==> src/rtl/combination_ctrl.sv <==
// Sequencer for the GCN combination stage: walks each column pass, and every
// adjacency row within it, and drives the decode/read/accumulate/write strobes.
module combination_ctrl #(
   parameter int FEATURE_ROWS = 6,
   parameter int WEIGHT_COLS  = 3,
   parameter int LANES        = 1,
   parameter int ROW_W        = (FEATURE_ROWS > 1) ? $clog2(FEATURE_ROWS) : 1,
   parameter int COL_W        = (WEIGHT_COLS > 1) ? $clog2(WEIGHT_COLS) : 1
) (
   input  logic             clk,
   input  logic             reset,
   input  logic             start,
   input  logic             mem_ready,
   output logic             enable_decode,
   output logic             enable_read,
   output logic             enable_vector,
   output logic             enable_write,
   output logic [ROW_W-1:0] adj_addr,
   output logic [COL_W-1:0] col_base,
   output logic [LANES-1:0] lane_mask,
   output logic             busy,
   output logic             done,
   output logic [2:0]       state_dbg
);

   typedef enum logic [2:0] {
      S_IDLE,
      S_DECODE,
      S_READ_FM_WM,
      S_READ_ADJ,
      S_WRITE,
      S_NEXT_COL,
      S_DONE
   } state_t;

   localparam logic [ROW_W-1:0] LAST_ROW = ROW_W'(FEATURE_ROWS - 1);
   localparam logic [COL_W:0]   LANES_X  = (COL_W + 1)'(LANES);
   localparam logic [COL_W:0]   WCOLS_X  = (COL_W + 1)'(WEIGHT_COLS);

   state_t           state;
   state_t           state_nxt;
   logic [ROW_W-1:0] adj_q;
   logic [COL_W-1:0] col_q;
   logic             last_row;
   logic             last_pass;

   // Widened by one bit so col_base+LANES cannot wrap on the final pass.
   assign last_row  = (adj_q == LAST_ROW);
   assign last_pass = (({1'b0, col_q} + LANES_X) >= WCOLS_X);

   assign adj_addr  = adj_q;
   assign col_base  = col_q;
   assign state_dbg = state;

   always_ff @(posedge clk) begin
      if (reset) begin
         state <= S_IDLE;
         adj_q <= '0;
         col_q <= '0;
      end else begin
         state <= state_nxt;
         case (state)
            S_IDLE: begin
               adj_q <= '0;
               col_q <= '0;
            end
            S_WRITE: begin
               if (!last_row) adj_q <= adj_q + ROW_W'(1);
            end
            S_NEXT_COL: begin
               adj_q <= '0;
               col_q <= col_q + COL_W'(LANES);
            end
            S_DONE: begin
               if (!start) begin
                  adj_q <= '0;
                  col_q <= '0;
               end
            end
            default: ;
         endcase
      end
   end

   // mem_ready acts as the valid half of the read handshake: a read state
   // holds all outputs until mem_ready=1 is seen on a rising edge, and that
   // edge is the only one on which the read (and enable_vector) is consumed.
   always_comb begin
      state_nxt     = state;
      enable_decode = 1'b0;
      enable_read   = 1'b0;
      enable_vector = 1'b0;
      enable_write  = 1'b0;
      busy          = 1'b1;
      done          = 1'b0;
      case (state)
         S_IDLE: begin
            busy = 1'b0;
            if (start) state_nxt = S_DECODE;
         end
         S_DECODE: begin
            enable_decode = 1'b1;
            state_nxt     = S_READ_FM_WM;
         end
         S_READ_FM_WM: begin
            enable_read = 1'b1;
            if (mem_ready) state_nxt = S_READ_ADJ;
         end
         S_READ_ADJ: begin
            enable_read   = 1'b1;
            enable_vector = 1'b1;
            if (mem_ready) state_nxt = S_WRITE;
         end
         S_WRITE: begin
            enable_write = 1'b1;
            enable_read  = 1'b1;
            if (!last_row)     state_nxt = S_READ_ADJ;
            else if (last_pass) state_nxt = S_DONE;
            else               state_nxt = S_NEXT_COL;
         end
         S_NEXT_COL: begin
            state_nxt = S_READ_FM_WM;
         end
         S_DONE: begin
            busy = 1'b0;
            done = 1'b1;
            if (!start) state_nxt = S_IDLE;
         end
         default: begin
            busy      = 1'b0;
            state_nxt = S_IDLE;
         end
      endcase
   end

   always_comb begin
      lane_mask = '0;
      for (int i = 0; i < LANES; i++) begin
         if (busy && (({1'b0, col_q} + (COL_W + 1)'(i)) < WCOLS_X)) lane_mask[i] = 1'b1;
      end
   end

endmodule

==> config.mk <==
export PLATFORM = sky130hd
export DESIGN_NAME = combination_ctrl
export DESIGN_NICKNAME = d
export VERILOG_FILES = /design/src/rtl/combination_ctrl.sv
export SDC_FILE = /design/constraint.sdc
export NUM_CORES = 1
export LEC_CHECK = 0
export CAP_MARGIN = 15
export CELL_PAD_IN_SITES_DETAIL_PLACEMENT = 0
export CELL_PAD_IN_SITES_GLOBAL_PLACEMENT = 1
export CORE_MARGIN = 1
export CORE_UTILIZATION = 31
export CTS_CLUSTER_DIAMETER = 50
export DETAILED_ROUTE_END_ITERATION = 12
export PLACE_DENSITY = 0.83
export SYNTH_ARGS = -nofsm -noshare
export SYNTH_HDL_FRONTEND = slang
export SYNTH_SLANG_ARGS = --single-unit
==> constraint.sdc <==
create_clock -name clk -period 1.97 [get_ports clk]
set_input_delay 0.4925 -clock clk [delete_from_list [all_inputs] [get_ports clk]]
set_output_delay 0.4925 -clock clk [all_outputs]
set_load 0.01 [all_outputs]
; ---- Yosys cells after proc, flatten, opt, wreduce, memory -nomap -nowiden
; Index checks and enable logic that the tools add are counted.
[totals]
inputBits = 4
word_cells = 49
register_bits = 8
output_inout_bits = 15
[classes]
muxes = 18
reduce_logical = 11
n_addsub = 3
magnitude_cmp = 2
eq_ne = 12
[ops]
columns = op, n
row1 = two-way mux 3 bit, 6
row2 = case mux 3 bit (6 select lines), 1
row3 = "== test 3 bit, second input constant", 4
row4 = "inequality test 2 bit, second input constant", 5
row5 = case mux 3 bit (3 select lines), 1
row6 = two-way mux 1 bit, 7
row7 = "== test 3 x 2 -> 1 bit, second input constant", 2
row8 = case mux 2 bit (3 select lines), 1
row9 = nonzero test 3 bit, 2
row10 = OR reduction 5 bit, 1
row11 = two-way mux 2 bit, 2
row12 = AND reduction 4 bit, 1
row13 = OR reduction 2 bit, 2
row14 = "adder 2 x 1 -> 3 bit, second input constant", 1
row15 = "adder 3 x 1 -> 3 bit, second input constant", 1
row16 = "== test 3 x 1 -> 1 bit, second input constant", 1
row17 = ">= comparator 3 x 2 -> 1 bit, second input constant", 1
row18 = logical NOT 3 bit, 1
row19 = AND reduction 3 bit, 1
row20 = OR reduction 3 bit, 1
row21 = "adder 2 x 1 -> 2 bit, second input constant", 1
row22 = "< comparator 2 bit, second input constant", 1
row23 = AND reduction 2 bit, 1
row24 = logical AND 1 bit, 1

; ---- Longest topological paths before layout
; Gate-level depths: netlist of the first run.
[logic_depth]
word_depth = 5
ltp_mapped = 6
depth_no_buf = 6

; ---- Worst setup path before layout of the first run
; No wires, ideal clock.
[synth_path]
path_kind = reg2out
start = register state[2], in the netlist state_dbg[2]
end = output enable_read
path_buffers = 1
arrival_time_ns = 1.127
stages_incl_launch_ff = 5
setup_slack_ns = 0.350
required_time_ns = 1.477
cell_sequence = dfxtp_1 buf_4 inv_2 nor2_1 a21o_1
[synth_via]
elab_chain_len = 3
elab_cells_between_ends = 5
cone_classes = eq/ne (3) / mux (1) / reduce/logical (1)
[synth_lines]
columns = item, line
row1 = "start, declared", 40  ; state_t state;
row2 = "start signal, assigned", 61  ; state <= state_nxt;
row3 = == test 3 bit or == test 3 x 2 -> 1 bit (tied branches), 96  ; case (state)
row4 = OR reduction 3 bit (no source line) *, --
row5 = two-way mux 1 bit *, 96
row6 = "end, declared", 15  ; output logic enable_read,
; Mark *: on every way between the ends. The rest lies on a longest branch, timed or not.

; ---- Worst setup path after layout of the first run
[layout_path]
start = register state[2], in the netlist state_dbg[2]
end = output state_dbg[2]
[layout_lines]
columns = item, line
row1 = "end, declared", 23  ; output logic [2:0] state_dbg
; No word-level cell between the ends.

==> results.tsv, run 1 <==
metric	value	unit
vias in the first global route	487	
drt total wl	1400	um
Synth cell types	37	
Pwr Density	541	mW/mm2
internal power	0.000324	W
MaxCap Viol Count	0	
CP delay by family, top	buffers and inverters	
Reg power frac	39.6	%
RSZ-0062 raised after global routing	no	
Final HPWL DP	1030	um
sequential-to-total area share from yosys stat	27.4	%
H-tree depth	1	
Area after DPL	828	um2
critical path type	flip-flop to primary output	
min Tclk post-route	1.91	ns
ys flop type	dfxtp_1	
worst hold stages	2	
clock latency on the worst-skew pair	0.24	ns
post-synth design cell area	586	um2
Final ANT Viol Nets	0	
Final Non-Filler Cells	122	
status	finished, final reports clean	
utilization after layout	49.2	%
Slew headroom	75.9	%
syn_nets	81	
static leakage	0.377	nW
main combinational cell family by area after synthesis	simple AND/OR/NAND/NOR gates	
Inst Count DP	119	
RR Endpoint	state_dbg[1]	
syn avg cell area	8.02	um2
Max Freq	525	MHz
post-synthesis compound-gate area fraction	26.9	%
num ports	19	
Comb power frac	34.6	%
fin nets	107	
IO Port Bufs	18	
Initial Util	33.5	%
synth warn	0	
setup slack on the worst flop-to-flop path	0.34	ns
Via density	4.98	
first-pass GRT wire length	2150	um
Final Cycle Share	96.7	%
die height	45.5	um
Layout area overhead	46.6	%
CP required	1.48	ns
largest net degree at the start of global routing	12	
CTS tree	yes	
all-layer global routing usage	14.2	%
CP Capture Type	primary output	
number of antenna violations at the first check in global routing	0	
Async SR Flop Fraction	0	%
n_diodes	0	
Adder-Cell Fraction of Synth Area	8.55	%
Switch Pwr	0.000140	W
final setup fails	0	
Clock transition at path regs	0.05	ns
core box area	0.00175	mm2
GP Congestion	0.761	
Root Buffer	clkbuf_4	
postcts setup bufs	0	
layout cells sized above 1	19.6	%
Post-Synth XOR/XNOR Area	1.50	%
Final Hold Viols	0	
Final Instance Area	858	um2
skew final	0.00163	ns
HP Start	adj_addr[0]	
largest area contributor in the netlist	dfxtp_1	
cell chain of the critical path	buf_4, clkdlybuf4s50_1	
Post-synth EDFFs	0	
mux cell area share after synthesis	1.71	%
simple-gate share of the synthesized area	27.8	%
synthesized flop and latch total	8	
worst path bufs/invs	2	
Pre-Repair DR Iteration Count	4	
DIE AREA	0.00207	mm2
Gate Count Post-Synth	73	
Worst path max stage delay	0.54	ns
Worst IR Drop VDD	0.000425	V
Sink Count	8	
Hold Path Class	flip-flop to flip-flop	
WHS Endpoint	adj_addr[0]	
Final TNS setup	0	ns
top post-synthesis cells by area	dfxtp_1, ha_1, a21oi_1, nor2_1, nor2b_1	
Max Root-Sink Buffers	2	
Slew @ Worst Pin	0.361	ns
clock power share	25.7	%
Critical Path AT	1.41	ns
Net Sw Frac	30.2	%
r2r worst-path depth	5	
Inserted Clock Buffers	3	
slowest cell on the critical path	clkdlybuf4s50_1	
remaining global-route overflow	0	
DR DRC count	0	
Wirelength per Cell	11.5	um
Initial DRC Count	6	
reg-to-reg startpoint	col_base[0]	
Synth top area share	27.4	%
Worst Setup Start Kind	flip-flop	
DR vias	607	
most frequent cells after synthesis	dfxtp_1, a21oi_1, nor2_1	
dominant cell by count in the synthesized netlist	dfxtp_1	
pins over their slew limit	0	
Row Count	15	
width of the die	45.5	um
worst-path maximum fanout	10	
[placed cells by master, fill, tap and decap left out, types with 3 or more instances in the layout]
cell type        instances
ha_1                     4
nand2_1                  4
clkdlybuf4s50_1         11
buf_4                    7
dlygate4sd2_1            6
inv_1                    3
nor2_1                   6
clkbuf_4                 3
dfxtp_1                  6
a21oi_1                  7
[sequential cells by signal, indices dropped and copies added, names as in the netlist]
name	cells
adj_addr	3
col_base	2
state_dbg	3
[repair_timing]
action | CTS | global route
setup endpoints to repair | 7 | 1
hold buffers | 0 | 0
resized for setup | 11 | 1
[power by group through the flow]
| stage | combinational [W] | sequential, W | clock (W) |
|---|---|---|---|
| 6_report | 0.000161 | 0.000184 | 0.000119 |
| 5_1_grt | 0.000175 | 0.000185 | 0.000131 |
| 4_1_cts | 0.000161 | 0.000184 | 0.000126 |
| 3_5_place_dp | 0.000166 | 0.000186 | 0 |
| 3_3_place_gp | 0.000167 | 0.000185 | 0 |
| 2_1_floorplan | 0.0000911 | 0.000187 | 0 |
[metrics by stage]
stage	hold WS, ns	worst slack (ns)	total power [W]
after floorplan	0.544	0.350	0.000278
final	0.535	0.0645	0.000464
after CTS	0.541	0.00338	0.000472
after detailed placement	0.531	0.0536	0.000352
after global routing	0.564	0.0122	0.000492
after global placement	0.526	0.0425	0.000352
[worst reg2reg max path: stages, from the launching register on]
cell and delay (ns):
dfxtp_1 0.41, inv_1 0.06, ha_1 0.20, or4_1 0.52, a32oi_1 0.25, nor2_1 0.06
[metal layers]
metal  vias up  track usage (%)  part of all wire, %
met2        16             20.6                   41
met1       274             21.1                   53
met3         2             1.59                  5.2
met4         0             5.45                 0.36
met5         -                0                    0
li1        315                -                    -
[cells by family (layout without fill, tap and decap cells)]
| logic type | count (synthesis) | count (layout) |
|---|---|---|
| AND/OR/NAND/NOR | 29 | 29 |
| AO/OA/AOI/OAI | 22 | 22 |
| flip-flops | 8 | 8 |
| buffers and inverters | 8 | 32 |
| adder cells (fa/ha/maj) | 4 | 4 |
| XOR/XNOR | 1 | 1 |
| multiplexers | 1 | 1 |
[area by class of cell]
cell class | instances | area, um2
fillers | 194 | 887
multi-input cells | 57 | 399
repair buffers | 25 | 228
flip-flops and latches | 8 | 163
well taps | 25 | 31.3
clock buffers | 3 | 22.5
inverters | 4 | 15.0
[how the worst max path moves through the flow]
stage / from / endpoint / slack [ns] / depth (start not counted)
2_1_floorplan: state_dbg[2] / enable_read / 0.35 / 4
3_3_place_gp: state_dbg[1] / enable_read / 0.04 / 4
3_5_place_dp: state_dbg[0] / enable_read / 0.05 / 4
4_1_cts: state_dbg[1] / enable_decode / 0.003 / 3
5_1_grt: state_dbg[2] / state_dbg[2] / 0.01 / 2
6_report: state_dbg[2] / state_dbg[2] / 0.06 / 2
Note: power is estimated with default switching activity, not from simulation.
==> run 2, diff against run 1 <==
CTS_BUF_LIST = sky130_fd_sc_hd__clkbuf_4 sky130_fd_sc_hd__clkbuf_8 sky130_fd_sc_hd__clkbuf_16   (was default)
==> results of run 2 <==
Same layout as run 1: the final DEF is identical, and so are final timing and power.
==> run 3, diff against run 2 <==
CORE_UTILIZATION = 41   (was 31)
DONT_BUFFER_PORTS = 1   (was default)
PLACE_DENSITY = 0.8   (was 0.83)
==> results.tsv, run 3 (synthesized netlist as in run 1, its figures left out) <==
metric	value	unit
Inserted Clock Buffers	3	
clock latency on the worst-skew pair	0.25	ns
pins over their slew limit	0	
all-layer global routing usage	19.0	%
CP Capture Type	primary output	
DR DRC count	0	
Pre-Repair DR Iteration Count	2	
min Tclk post-route	1.83	ns
Worst IR Drop VDD	0.000424	V
Via density	6.12	
Wirelength per Cell	14.6	um
width of the die	39.8	um
met1 usage	25.8	%
MaxCap Viol Count	0	
Inst Count DP	90	
Final Non-Filler Cells	93	
skew final	0.00207	ns
Initial Util	44.4	%
met3 Use GR	3.98	%
worst-path maximum fanout	12	
critical path type	flip-flop to primary output	
multi-input combinational cell area	389	um2
Min Hold Slack	0.300	ns
setup slack on the worst flop-to-flop path	0.30	ns
CTS tree	yes	
Fillers	146	
layout cells sized above 1	17.9	%
DIE AREA	0.00158	mm2
drt total wl	1360	um
Final Cycle Share	92.7	%
Final Hold Viols	0	
Final WS setup	0.143	ns
vias in the first global route	485	
Max Freq	547	MHz
Final ANT Viol Nets	0	
remaining global-route overflow	0	
Critical Path AT	1.33	ns
largest net degree at the start of global routing	15	
Final HPWL DP	1030	um
Root Buffer	clkbuf_4	
Register Area	161	um2
final setup fails	0	
Clock transition at path regs	0.05	ns
die height	39.8	um
Setup WS pre-CTS	0.325	ns
DR vias	569	
Slew @ Worst Pin	0.360	ns
Final TNS setup	0	ns
status	finished, final reports clean	
fin nets	88	
RSZ-0062 raised after global routing	no	
Max Root-Sink Buffers	2	
Worst Setup Start Kind	flip-flop	
static leakage	0.267	nW
Row Count	13	
Initial DRC Count	10	
number of antenna violations at the first check in global routing	0	
H-tree depth	1	
utilization after layout	49.5	%
Pwr Density	653	mW/mm2
commonest cells after routing, fill and taps aside	nor2_1, a21oi_1, dfxtp_1	
CP required	1.48	ns
Slew headroom	75.8	%
Sink Count	8	
num ports	19	
Layout area overhead	11.3	%
first-pass GRT wire length	2020	um
Hold Path Class	input port to flip-flop	
Global Route met2 Usage	28.7	%
IO Port Bufs	0	
global routing's busiest layer	met2	
GP Congestion	0.767	
n_diodes	0	
core box area	0.00132	mm2
run 3: cell count changes in the layout (fill, tap and decap cells not counted), sizes merged:
cell / before / now
dlymetal6s2s: 1 / 0
dlygate4sd2: 6 / 0
buf: 7 / 6
clkdlybuf4s50: 11 / 0
run 3: what timing repair did:
action	4_1_cts	5_1_grt
setup endpoints to repair	0	1
hold endpoints to repair	0	0
buffers inserted	0	0
hold buffers	0	0
resized for setup	0	1
run 3: metal layers:
metal  vias up  routed length (um)
li1        277                   -
met1       275                 671
met2        15                 608
met3         2                  75
met4         0                   6
met5         -                   0
run 3: worst max-delay path: stages, from the launching register on:
cell,delay [ns]
dfxtp_1,0.54
nor3_1,0.14
a21oi_1,0.16
nor2b_1,0.25
run 3: worst paths after layout:
| check | end | cells past startpoint | startpoint |
|---|---|---|---|
| worst max-delay path | lane_mask | 3 | state_dbg[0] |
| worst min-delay path | state_dbg[1] | 1 | reset |
| worst min register to register | adj_addr[0] | 2 | adj_addr[0] |
| worst max register to register | adj_addr[1] | 5 | state_dbg[0] |
run 3: layout make-up:
class	instances	share of cell area [%]
inverter	4	2.30
clock buffer	3	3.45
tap	15	2.88
sequential	8	24.8
multi-input combinational	57	59.7
timing repair buffer	6	6.91
run 3: power by group:
| group | switching [W] | internal, W |
|---|---|---|
| logic | 0.0000577 | 0.0000517 |
| clock network | 0.0000549 | 0.0000697 |
| registers | 0.0000208 | 0.000171 |
| total | 0.000133 | 0.000292 |
run 3: metrics by stage:
| step | cell area (um2) | power [W] |
|---|---|---|
| floorplan | 586 | 0.000278 |
| global placement | 628 | 0.000303 |
| detailed placement | 628 | 0.000303 |
| CTS | 651 | 0.000428 |
| global route | 652 | 0.000449 |
| finish | 652 | 0.000426 |
